**config.mk**
```make
export PLATFORM = sky130hd
export DESIGN_NAME = pixel_stream_source
export DESIGN_NICKNAME = d
export VERILOG_FILES = /design/src/rtl/pixel_stream_source.sv
export SDC_FILE = /design/constraint.sdc
export NUM_CORES = 1
export LEC_CHECK = 0
export CELL_PAD_IN_SITES_DETAIL_PLACEMENT = 1
export CELL_PAD_IN_SITES_GLOBAL_PLACEMENT = 1
export CORE_MARGIN = 8
export CORE_UTILIZATION = 34
export DETAILED_ROUTE_END_ITERATION = 10
export HOLD_SLACK_MARGIN = 0.02
export PLACE_DENSITY_LB_ADDON = 0.1
export SYNTH_ARGS = -nofsm -noshare
export SYNTH_HDL_FRONTEND = slang
export SYNTH_SLANG_ARGS = --single-unit
```
**constraint.sdc**
```tcl
create_clock -name clk -period 2.3 [get_ports clk]
set_input_delay 0.23 -clock clk [delete_from_list [all_inputs] [get_ports clk]]
set_output_delay 0.23 -clock clk [all_outputs]
set_load 0.05 [all_outputs]
```
**src/rtl/pixel_stream_source.sv**
```systemverilog
// Pixel-stream playback source: reads a stored frame from a synchronous RAM in raster
// order and emits it on en/hsync/vsync/data with programmable H/V blanking.
// Latency: read issued in cycle t appears on en/data in cycle t+2. No backpressure.
module pixel_stream_source #(
  parameter int FRAME_WIDTH  = 640,
  parameter int FRAME_HEIGHT = 480,
  parameter int HBLANK       = 16,
  parameter int VBLANK       = 1000,
  parameter int ADDR_WIDTH   = 19,
  parameter int PIXEL_SIZE   = 24
) (
  input  logic                  clk,
  input  logic                  reset,
  input  logic                  start,
  input  logic                  continuous,
  output logic                  rd_en,
  output logic [ADDR_WIDTH-1:0] rd_addr,
  input  logic [PIXEL_SIZE-1:0] rd_data,
  output logic                  en,
  output logic                  hsync,
  output logic                  vsync,
  output logic [PIXEL_SIZE-1:0] data,
  output logic                  busy,
  output logic                  frame_done
);

  localparam int XW   = (FRAME_WIDTH  > 1) ? $clog2(FRAME_WIDTH)  : 1;
  localparam int YW   = (FRAME_HEIGHT > 1) ? $clog2(FRAME_HEIGHT) : 1;
  localparam int BMAX = (HBLANK > VBLANK) ? HBLANK : VBLANK;
  localparam int BW   = $clog2(BMAX + 1);

  localparam logic [XW-1:0] X_LAST  = XW'(FRAME_WIDTH - 1);
  localparam logic [YW-1:0] Y_LAST  = YW'(FRAME_HEIGHT - 1);
  localparam logic [BW-1:0] HB_LAST = BW'(HBLANK - 1);
  localparam logic [BW-1:0] VB_LAST = BW'(VBLANK - 1);

  typedef enum logic [1:0] {
    S_IDLE   = 2'd0,
    S_ACTIVE = 2'd1,
    S_HBLANK = 2'd2,
    S_VBLANK = 2'd3
  } state_t;

  state_t                  state_q, state_d;
  logic [XW-1:0]           x_q, x_d;
  logic [YW-1:0]           y_q, y_d;
  logic [ADDR_WIDTH-1:0]   addr_q, addr_d;
  logic [BW-1:0]           bcnt_q, bcnt_d;

  // Flags generated alongside the read, then carried down the pipeline with it.
  logic                    rd_hs, rd_vs, rd_fd;

  // Stage 1: read in flight (RAM latency).
  logic                    s1_vld, s1_hs, s1_vs, s1_fd;

  // Raster scan state register.
  always_ff @(posedge clk) begin
    if (reset) begin
      state_q <= S_IDLE;
      x_q     <= '0;
      y_q     <= '0;
      addr_q  <= '0;
      bcnt_q  <= '0;
    end else begin
      state_q <= state_d;
      x_q     <= x_d;
      y_q     <= y_d;
      addr_q  <= addr_d;
      bcnt_q  <= bcnt_d;
    end
  end

  // Next-state logic: read strobe, raster counters, blanking countdown.
  always_comb begin
    state_d = state_q;
    x_d     = x_q;
    y_d     = y_q;
    addr_d  = addr_q;
    bcnt_d  = bcnt_q;
    rd_en   = 1'b0;
    rd_hs   = 1'b0;
    rd_vs   = 1'b0;
    rd_fd   = 1'b0;
    case (state_q)
      S_IDLE: begin
        if (start) begin
          state_d = S_ACTIVE;
          x_d     = '0;
          y_d     = '0;
          addr_d  = '0;
        end
      end
      S_ACTIVE: begin
        rd_en  = 1'b1;
        rd_hs  = (x_q == '0);
        rd_vs  = (x_q == '0) && (y_q == '0);
        rd_fd  = (x_q == X_LAST) && (y_q == Y_LAST);
        addr_d = addr_q + 1'b1;
        if (x_q == X_LAST) begin
          x_d     = '0;
          bcnt_d  = '0;
          state_d = (y_q == Y_LAST) ? S_VBLANK : S_HBLANK;
        end else begin
          x_d = x_q + 1'b1;
        end
      end
      S_HBLANK: begin
        // Address is left alone so the next line continues sequentially.
        if (bcnt_q == HB_LAST) begin
          bcnt_d  = '0;
          y_d     = y_q + 1'b1;
          state_d = S_ACTIVE;
        end else begin
          bcnt_d = bcnt_q + 1'b1;
        end
      end
      S_VBLANK: begin
        // continuous is only looked at here, so mid-frame changes wait for this point.
        if (bcnt_q == VB_LAST) begin
          bcnt_d  = '0;
          x_d     = '0;
          y_d     = '0;
          addr_d  = '0;
          state_d = continuous ? S_ACTIVE : S_IDLE;
        end else begin
          bcnt_d = bcnt_q + 1'b1;
        end
      end
      default: state_d = S_IDLE;
    endcase
  end

  assign rd_addr = addr_q;

  // Stage 1: track which cycle's RAM output carries a real pixel.
  always_ff @(posedge clk) begin
    if (reset) begin
      s1_vld <= 1'b0;
      s1_hs  <= 1'b0;
      s1_vs  <= 1'b0;
      s1_fd  <= 1'b0;
    end else begin
      s1_vld <= rd_en;
      s1_hs  <= rd_hs;
      s1_vs  <= rd_vs;
      s1_fd  <= rd_fd;
    end
  end

  // Stage 2: output register; data forced to zero on idle cycles.
  always_ff @(posedge clk) begin
    if (reset) begin
      en         <= 1'b0;
      hsync      <= 1'b0;
      vsync      <= 1'b0;
      frame_done <= 1'b0;
      data       <= '0;
    end else begin
      en         <= s1_vld;
      hsync      <= s1_vld & s1_hs;
      vsync      <= s1_vld & s1_vs;
      frame_done <= s1_vld & s1_fd;
      data       <= s1_vld ? rd_data : '0;
    end
  end

  // Busy covers the scan itself plus any pixel still travelling to the outputs.
  assign busy = (state_q != S_IDLE) | s1_vld | en;

endmodule
```
**Yosys cells after proc, flatten, opt, wreduce, memory -nomap -nowiden**

Cells that the tools add are included.

- Flip-flop bits (word level): 82
- Latch bits: 0
- RAM bits: 0
- ROM bits: 0
- Input bits: 28
- Output and inout port bits: 49
- Word-level logic and storage cells: 74
- Memories: 0

- Add/subtract/negate cells: 4
- $mul: 0
- Div/mod/pow operators: 0
- Order comparisons: 0
- Equal/unequal tests: 11
- Shifts and indexed selects: 0
- Muxes and demuxes: 23
- Bitwise gates (word level): 7
- Reductions and logical operators: 15

Operators by type and width:

| operator | number |
|---|---|
| 10-bit two-way mux | 6 |
| 10-bit case mux with 3 select lines | 2 |
| 19-bit case mux with 3 select lines | 1 |
| 19-bit two-way mux | 2 |
| 9-bit two-way mux | 3 |
| 9-bit case mux with 3 select lines | 1 |
| 10-bit by 1-bit adder with 10-bit output (second input constant) | 2 |
| 10-bit equality test (second input constant) | 2 |
| 19-bit by 1-bit adder with 19-bit output (second input constant) | 1 |
| 10-bit by 4-bit equality test with 1-bit output (second input constant) | 1 |
| 10-bit zero test | 1 |
| 9-bit by 1-bit adder with 9-bit output (second input constant) | 1 |
| 9-bit equality test (second input constant) | 1 |
| 9-bit zero test | 1 |
| 3-bit nonzero test | 3 |
| 2-bit two-way mux | 4 |
| 2-bit != test (second input constant) | 4 |
| 2-bit case mux with 4 select lines | 1 |
| 4-bit AND reduction | 2 |
| 2-bit equality test (second input constant) | 2 |
| 2-bit OR reduction | 2 |
| 1-bit AND | 3 |
| 1-bit two-way mux | 3 |
| 3-bit AND reduction | 1 |
| 7 further kinds | 10 |

**Depth between registers and ports, before layout**

- Depth in word-level cells: 4
- Gate-level depth with buffers: 8
- Mapped depth without buffers: 5

**Worst setup path before layout**

OpenSTA, ideal clock, no wires.

- Path type: register to register
- Start point: register bcnt_q[4]
- End point: register y_q[5]
- Library setup time: 0.071 ns
- Data arrival time: 2.078 ns
- Data required time: 2.229 ns
- Setup slack: 0.152 ns
- Cell stages (with the launch flop): 7
- Buffers on the path: 2
- Clock period less this slack: 2.148 ns
- Path through: dfxtp_1 -> or4_1 -> buf_2 -> or3_1 -> buf_2 -> or4_1 -> a21oi_1

- Word-level cells in the longest chain between the ends: 3
- Elaborated cells between the ends (all ways): 5
- Classes of those cells: eq/ne: 4; reduce/logical: 1

Ends and longest elaborated chain:

| what | RTL line | RTL |
|---|---|---|
| start, declared | 48 | `logic [BW-1:0] bcnt_q, bcnt_d;` |
| start signal, assigned | 69 | `bcnt_q <= bcnt_d;` |
| 10-bit equality test / 10-bit by 4-bit equality test with 1-bit output (equally long branches) | 119, 109 |  |
| 2-bit != test (no line) | - |  |
| 4-bit AND reduction (no line) * | - |  |
| end signal, assigned | 67 | `y_q <= y_d;` |
| end, declared | 46 | `logic [YW-1:0] y_q, y_d;` |

Mark *: on every way between the ends. The rest lies on a longest branch, timed or not.
A chain may end at the register's enable or synchronous reset.

**Worst setup path in the final report**

- Start point: register state_q[1]
- End point: output port busy

- Word-level cells in the longest chain between the ends: 3

Ends and longest elaborated chain:

| what | RTL line | RTL |
|---|---|---|
| start, declared | 44 | `state_t state_q, state_d;` |
| start signal, assigned | 65 | `state_q <= state_d;` |
| 2-bit nonzero test | 168 | `assign busy = (state_q != S_IDLE) \| s1_vld \| en;` |
| 1-bit bitwise OR (2 in a row) | 168 |  |
| end, declared | 23 | `output logic busy,` |

No other way between the ends.

==> results.txt <==
Port buffering added 76 buffers. The boundary pin count came out at 77. Detailed placement finished with a half-perimeter wire length of 7743 um. The clock skew came out at 14.81 ps. Row generation in the floorplan step produced 38 rows.

The final hold violation count came out at 0. The vertical extent of the die is 119.7 um. The post-synth net total is 447.

The die footprint is 14330 um2. Data on the critical path arrives at its endpoint at 1970 ps. The number of warning messages in the yosys log is 0.

The clock latency reported for the late side of the worst-skew pair came out at 350 ps. The region available for standard cell placement spans 10650 um2. At the worst endpoint, the required time is 2070 ps.

The worst hold slack after final layout is 433.6 ps. No sink is reached through more buffers than the 2 on the longest clock path. The number of cells traversed by the worst register-to-register path is 6. The global placer's final weighted congestion is 0.8203. The end point of the most critical hold path is hsync.

The layout has 1258 filler cells. The number of H-tree branching levels came out at 3. Wires add up to 10630 um. Setup repair after global routing left no endpoint under its margin.

The number of clock buffers added by TritonCTS is 9. TritonCTS built the clock tree. The count of flip-flops with a built-in enable after synthesis came out at 0. At the end of the flow, the number of nets in the layout was 527. The post-placement setup slack came out at 65.14 ps. The worst supply voltage drop on vdd came out at 0.3273 mV.

The violation count after the first detailed-route iteration came out at 161. The total via count after detailed routing is 3454. The final sum of negative setup slack is 0 ps.

The clock root buffer is sky130_fd_sc_hd__clkbuf_8. The run finished with clean final reports. The power density relative to cell area is 610.4 nW/um2. The setup slack after layout is 100.5 ps. The first-pass GRT wire length came out at 17960 um.

STA classifies the critical path startpoint as a flip-flop. The number of iterations in the first detailed-routing pass is 4. The fraction of registers with async set or reset after synthesis came out at 0%. The largest net degree at the start of global routing is 43.

The residual DRC count is 0. The hold path depth came out at 1. The met3 wire length is 502 um. The distinct cell type count after synthesis is 46. The post-route netlist has 8.652% of its cells at a drive strength greater than 1. The number of max-cap violations is 0.

For this design the static power due to leakage is 1.701 nW. In this run the mean area of a mapped cell was 8.852 um2. The number of antenna violations at the first check in global routing came to 0. The highest net fanout along the worst path came out at 5.

The final-report setup violation count came out at 0. The overall power of the completed layout is 2.995 mW. The highest clock rate is 0.4547 GHz. The register bit count reported by yosys is 82. The count of nets left with antenna violations after detail routing is 0. The worst hold path belongs to the class flip-flop to flip-flop.

The setup slack of the most critical reg-to-reg path came out at 150 ps. STA classifies the critical path endpoint as a primary output. After global routing the overflow that remains totals 0. Compared with the post-synthesis result, the final layout area differs by 34.19%.

The multi-input logic area is 1848 um2. The footprint of the flip-flops and latches came out at 1642 um2. The via count of the first global-routing pass is 3509.

The part of the cycle the worst path needs came out at 95.63%. In this run the critical register-to-register path is launched from bcnt_q[0]. After detailed routing, the number of vias per cell comes to 5.422. In the final routing, the length of wire on met1 measures 5047 um.

After detailed routing, no signal wire sits above met4. The portion of the post-synthesis area used by sequential elements is 44.90%. The final critical-path required period is 2199 ps.

The area of the mapped netlist is 3656 um2. The number of slew-limit violations in the final report is 0. The prevailing post-synth register cell is sky130_fd_sc_hd__dfxtp_1. The cell count after synthesis came out at 413.

The launch point of the critical path is state_q[1]. The effective utilization at floorplan is 34.33%. After detailed routing, the average wire length per cell comes to 16.68 um.

The number of inserted diodes is 0. Measured along the x axis, the die boundary spans 119.7 um. The register clock-pin slew on the reported worst setup and hold paths came out at 90 ps. The worst slew margin relative to its limit is 65.28%. The buffers inserted during post-CTS setup optimization is 0.

The worst setup path is of the flip-flop to primary output kind. The hold path startpoint is s1_hs. The wire length on met2 came out at 5030 um. The TritonCTS sink count is 82.

The total routing usage reported by global routing is 15.00%. The actual transition at the worst max-transition pin came out at 519.2 ps. The worst register-to-register path ends at rd_addr[5].
## area by class of cell
type,count,share of cell area [%]
multi-input cells,284,37.67
flip-flops and latches,82,33.46
repair buffers,95,18.87
well taps,140,3.571
clock buffers,9,2.525
clock inverters,6,2.295
inverters,21,1.607
## worst max-delay path by stage
stage | to | slack (ps)
after floorplan | y_q[5] | 150
after global placement | y_q[8] | 130
after detailed placement | y_q[8] | 70
after CTS | y_q[8] | 60
after global routing | busy | 50
final | busy | 100
## state kept, by name, summed over array words and instances (netlist names)
| signal | cells |
|---|---|
| state_q | 2 |
| y_q | 9 |
| s1_vs | 1 |
| x_q | 10 |
| frame_done | 1 |
| en | 1 |
| hsync | 1 |
| bcnt_q | 10 |
| data | 24 |
| vsync | 1 |
| rd_addr | 19 |
| s1_hs | 1 |
| s1_fd | 1 |
| s1_vld | 1 |
## logic make-up (layout without fill, tap and decap cells)
| family | Yosys count | count (layout) | share of synthesized area (%) |
|---|---|---|---|
| buffers and inverters | 47 | 131 | 4.894 |
| AO/OA/AOI/OAI | 102 | 102 | 18.65 |
| multiplexers | 7 | 7 | 1.917 |
| XOR/XNOR | 5 | 5 | 1.198 |
| adder cells (fa/ha/maj) | 6 | 6 | 2.053 |
| AND/OR/NAND/NOR | 164 | 164 | 26.39 |
| flip-flops | 82 | 82 | 44.90 |
## cells in the mapped netlist (2+ instances only)
| library cell | n | area, um2 |
|---|---|---|
| sky130_fd_sc_hd__nor4_1 | 10 | 62.56 |
| sky130_fd_sc_hd__nand3_1 | 24 | 120.1 |
| sky130_fd_sc_hd__a211oi_1 | 2 | 15.01 |
| sky130_fd_sc_hd__and3_1 | 10 | 62.56 |
| sky130_fd_sc_hd__nand2_1 | 19 | 71.32 |
| sky130_fd_sc_hd__o21ai_0 | 17 | 85.08 |
| sky130_fd_sc_hd__o211ai_1 | 12 | 90.09 |
| sky130_fd_sc_hd__nor2_1 | 14 | 52.55 |
| sky130_fd_sc_hd__buf_2 | 2 | 10.01 |
| sky130_fd_sc_hd__nor3_1 | 4 | 20.02 |
| sky130_fd_sc_hd__ha_1 | 6 | 75.07 |
| sky130_fd_sc_hd__o41ai_1 | 5 | 43.79 |
| sky130_fd_sc_hd__or2_2 | 3 | 18.77 |
| sky130_fd_sc_hd__or4b_2 | 2 | 20.02 |
| sky130_fd_sc_hd__nor2b_1 | 2 | 12.51 |
| sky130_fd_sc_hd__mux2i_1 | 7 | 70.07 |
| sky130_fd_sc_hd__a21oi_1 | 24 | 120.1 |
| sky130_fd_sc_hd__a221o_1 | 2 | 20.02 |
| sky130_fd_sc_hd__o2111ai_1 | 7 | 61.31 |
| sky130_fd_sc_hd__or3_1 | 8 | 50.05 |
| sky130_fd_sc_hd__a22o_1 | 2 | 17.52 |
| sky130_fd_sc_hd__and2_1 | 30 | 187.7 |
| sky130_fd_sc_hd__a31oi_1 | 10 | 62.56 |
| sky130_fd_sc_hd__and4_1 | 7 | 61.31 |
| sky130_fd_sc_hd__o31ai_1 | 12 | 90.09 |
| sky130_fd_sc_hd__nand4_1 | 8 | 50.05 |
| sky130_fd_sc_hd__nor3b_1 | 3 | 22.52 |
| sky130_fd_sc_hd__clkbuf_1 | 24 | 90.09 |
| sky130_fd_sc_hd__inv_1 | 21 | 78.83 |
| sky130_fd_sc_hd__a32oi_1 | 2 | 17.52 |
| sky130_fd_sc_hd__dfxtp_1 | 82 | 1642 |
| sky130_fd_sc_hd__or4_1 | 15 | 112.6 |
| sky130_fd_sc_hd__xnor2_1 | 4 | 35.03 |
## critical path, cell delays in order, from the launching register on
cell and delay, ps:
sky130_fd_sc_hd__dfxtp_1 370, sky130_fd_sc_hd__or4_1 530, sky130_fd_sc_hd__clkdlybuf4s50_1 730
## cell usage in the layout (no fill, tap or decap), drive strengths merged, types with 12 or more instances in the layout
cell type and n:
a21oi 24, and2 31, buf 20, clkdlybuf4s50 75, dfxtp 82, inv 23
nand2 19, nand3 24, nor2 14, o211ai 12, o21ai 18, o31ai 12
or4 15
## where the power goes
part           total [mW]  internal, mW  switching (mW)
sequential           1.45          1.44          0.0129
clock                1.27         0.722           0.552
combinational       0.269         0.114           0.155
total                2.99          2.27           0.720
## layer usage
| layer | up-vias | track usage, % |
|---|---|---|
| met5 | - | 0 |
| met4 | 0 | 4.294 |
| met3 | 2 | 3.664 |
| met2 | 77 | 24.97 |
| met1 | 1675 | 18.85 |
| li1 | 1700 | - |
## per-stage QoR
step	std cells	area [um2]	util (%)
finish	637	4906	46.06
global route	637	4906	46.06
floorplan	413	3656	-
detailed placement	622	4666	43.81
global placement	622	4666	43.81
CTS	637	4902	46.03
## timing repair
item,4_1_cts,5_1_grt
hold buffers,0,0
gates resized for setup,0,1
setup endpoints to repair,0,3
(Power assumes the default switching activity.)
==> RTL edit 1: new RTL, config.mk and constraints unchanged <==
Encoding of `state_t`: now Gray code (2 bits for 4 states).
--- a/src/rtl/pixel_stream_source.sv
+++ b/src/rtl/pixel_stream_source.sv
@@ -36,8 +36,8 @@
 
   typedef enum logic [1:0] {
-    S_IDLE   = 2'd0,
-    S_ACTIVE = 2'd1,
-    S_HBLANK = 2'd2,
-    S_VBLANK = 2'd3
+    S_IDLE   = 2'b00,
+    S_ACTIVE = 2'b01,
+    S_HBLANK = 2'b11,
+    S_VBLANK = 2'b10
   } state_t;
 
Function: same outputs for any inputs over 10 cycles, from zero or initial values and one cycle with reset high; not proved beyond that.
==> RTL edit 1 against the unedited design <==
Wire length decreased by 5.4%; area after synthesis down 1.6%; worst hold slack worse by 0.0031 ns; sequential cell count stayed put; count of clock-buffer cells in the layout grew 1; setup slack better by 0.082 ns; final area down 0.97%.
Power is not compared: it rests on default switching activity, and its combinational part moved more than twofold at a synthesized area within 25%.
==> RTL edit 1: results (changes against the unedited design) <==
Worst-Margin Slew=0.609 ns (was 0.519 ns); worst hold margin=0.430 ns (was 0.434 ns); Placed Instances=628 (was 622); layout cells sized above 1=9.07% (was 8.65%); top cells by count, synth=dfxtp_1, nor2_1, nand2_1 (was dfxtp_1, and2_1, a21oi_1, clkbuf_1, nand3_1); GP Congestion=0.821 (was 0.820); post-synth cell types=43 (was 46); fin crit share=92.1% (was 95.6%); Post-Synth XOR/XNOR Area=5.36% (was 1.20%); FILL cells=1245 (was 1258); Critical Path AT=2.40 ns (was 1.97 ns); outcome=completed (unchanged); final layout net count=542 (was 527); mux cell area share after synthesis=1.11% (was 1.92%); worst min-delay path class=in -> reg (was reg -> reg); Synth Area in Compound Gates=10.4% (was 18.7%); Place WS=0.146 ns (was 0.0651 ns); vias in the first global route=3356 (was 3509); Detail Placement HPWL=7390 µm (was 7740 µm); first-pass GRT wire length=16700 µm (was 18000 µm); HP Start=rd_data[9] (was s1_hs); Net Count, Synth=449 (was 447); Cell Area, Placed=0.00462 mm² (was 0.00467 mm²); Adder-Cell Fraction of Synth Area=3.83% (was 2.05%); beginning of the critical path=bcnt_q[0] (was state_q[1]); Vias=3256 (was 3454); Synth area leaders=dfxtp_1, and2_1, xor2_1 (was dfxtp_1, and2_1, a21oi_1); syn avg cell area=8.77 µm² (was 8.85 µm²); Total GRT Usage=14.2% (was 15.0%); R2R setup slack=0.18 ns (was 0.15 ns); wire per inst=15.6 µm (was 16.7 µm); non-filler cells, final=643 (was 637); crit-path max FO=7 (was 5)
RTL edit 1: cell types whose count changed after synthesis, moves of 14 or more:
cell     change
nor2_1      +30
xor2_1      +20
nand2_1     +14
nand4_1     +14
or4_1       -14
RTL edit 1: cells by family (layout without fill, tap and decap cells):
kind of cell | Yosys count | count (layout)
AND/OR/NAND/NOR | 210 | 210
flip-flops | 82 | 82
AO/OA/AOI/OAI | 54 | 54
buffers and inverters | 27 | 124
XOR/XNOR | 22 | 22
adder cells (fa/ha/maj) | 11 | 11
multiplexers | 4 | 4
RTL edit 1: path summary, 6_finish.rpt:
path	end	cells after the start
setup / recovery	rd_addr[3]	6
hold / removal	data[9]	2
setup reg to reg	rd_addr[3]	6
hold reg to reg	vsync	1
RTL edit 1: worst max-delay path, stage by stage (launching register included):
cell	delay, ns
dfxtp_1	0.37
ha_1	0.18
nand4_1	0.22
o31ai_4	0.39
nand2_1	0.23
or4_1	0.52
a21oi_1	0.15
RTL edit 1: area by class of cell:
type                    count  area [µm²]  area share, %
flip-flops and latches     82        1640           33.8
inverters                  11        41.3          0.850
multi-input cells         301        1850           38.1
well taps                 136         170           3.50
repair buffers             98         921           19.0
clock inverters             5         104           2.14
clock buffers              10         128           2.63
RTL edit 1: routing by layer:
layer / track usage [%] / vias up / wire, µm
met5: 0 / - / 0
met4: 4.98 / 0 / 138
met3: 3.83 / 12 / 459
met2: 23.2 / 73 / 4680
met1: 17.7 / 1546 / 4780
li1: - / 1625 / -
RTL edit 1: power by group:
group | switching, mW | leakage (nW) | internal (mW)
sequential | 0.0574 | 0.663 | 1.51
combinational | 1.05 | 0.958 | 0.595
clock | 0.547 | 0.116 | 0.717
total | 1.65 | 1.74 | 2.83
==> RTL edit 2: new RTL, config.mk and constraints unchanged <==
Made on the original files. Change the parameter `HBLANK` from 16 to 32.
--- a/src/rtl/pixel_stream_source.sv
+++ b/src/rtl/pixel_stream_source.sv
@@ -5,5 +5,5 @@
   parameter int FRAME_WIDTH  = 640,
   parameter int FRAME_HEIGHT = 480,
-  parameter int HBLANK       = 16,
+  parameter int HBLANK       = 32,
   parameter int VBLANK       = 1000,
   parameter int ADDR_WIDTH   = 19,
Function: same outputs for any inputs over 10 cycles, from zero or initial values and one cycle with reset high; that may be too few to reach the edited logic, so the function may still have changed.
==> RTL edit 2 against the unedited design <==
Non-clock buffer count down 7; clock power down 6%; critical path depth up 3; final area down 4.8%; power down 1.6%; setup slack better by 0.093 ns; wire length down 12%; sequential cell count unchanged; area after synthesis down 4.7%; core utilization about the same; global-route usage down 0.73 points.
==> RTL edit 2: results (changes against the unedited design) <==
VDD IR-drop max=0.279 mV (was 0.327 mV); outcome=completed (unchanged); final layout net count=493 (was 527); First DRT Iteration DRCs=104 (was 161); GP Congestion=0.770 (was 0.820); top cells by count, synth=dfxtp_1, nor2_1, and2_1 (was dfxtp_1, and2_1, a21oi_1, clkbuf_1, nand3_1); Detail Placement HPWL=6930 µm (was 7740 µm); clock network power=1.20 mW (was 1.27 mW); Hold EP=frame_done (was hsync); Vias=3062 (was 3454); largest net degree at the start of global routing=26 (was 43); Seq Cell Count=82 (unchanged); post-layout minimum cycle time=2.11 ns (was 2.20 ns); Post-CTS Resized=1 (was 0); mux cell area share after synthesis=0.611% (was 1.92%); fraction of area in registers=35.2% (was 33.5%); HP Start=s1_fd (was s1_hs); non-filler cells, final=600 (was 637); Critical Path AT=2.38 ns (was 1.97 ns); Post-Synth XOR/XNOR Area=6.54% (was 1.20%); inverters=10 (was 21); wire per inst=15.7 µm (was 16.7 µm); CP peak stage delay=0.51 ns (was 0.73 ns); Non-clock buffers, area share=18.4% (was 18.9%); post-synth cell types=54 (was 46); R2R setup slack=0.19 ns (was 0.15 ns)
[RTL edit 2: cell types whose count changed after synthesis, sizes merged, moves of 8 or more]
cell	unedited run	this run
nor2	14	39
a211oi	2	11
nor4	10	2
a21oi	24	15
o211ai	12	2
clkbuf	24	15
xnor2	4	20
nand2	19	28
or4	15	2
o31ai	12	1
inv	21	10
o21ai	18	7
[RTL edit 2: routing by layer]
metal | global-route usage, % | vias up | part of all wire (%)
met3 | 3.75 | 9 | 5.4
met4 | 3.41 | 0 | 0.80
li1 | - | 1513 | -
met5 | 0 | - | 0
met2 | 22.5 | 61 | 44
met1 | 19.0 | 1479 | 50
[RTL edit 2: cell families after synthesis]
family,count (synthesis)
AO/OA/AOI/OAI,68
XOR/XNOR,26
adder cells (fa/ha/maj),6
buffers and inverters,27
flip-flops,82
multiplexers,2
AND/OR/NAND/NOR,166
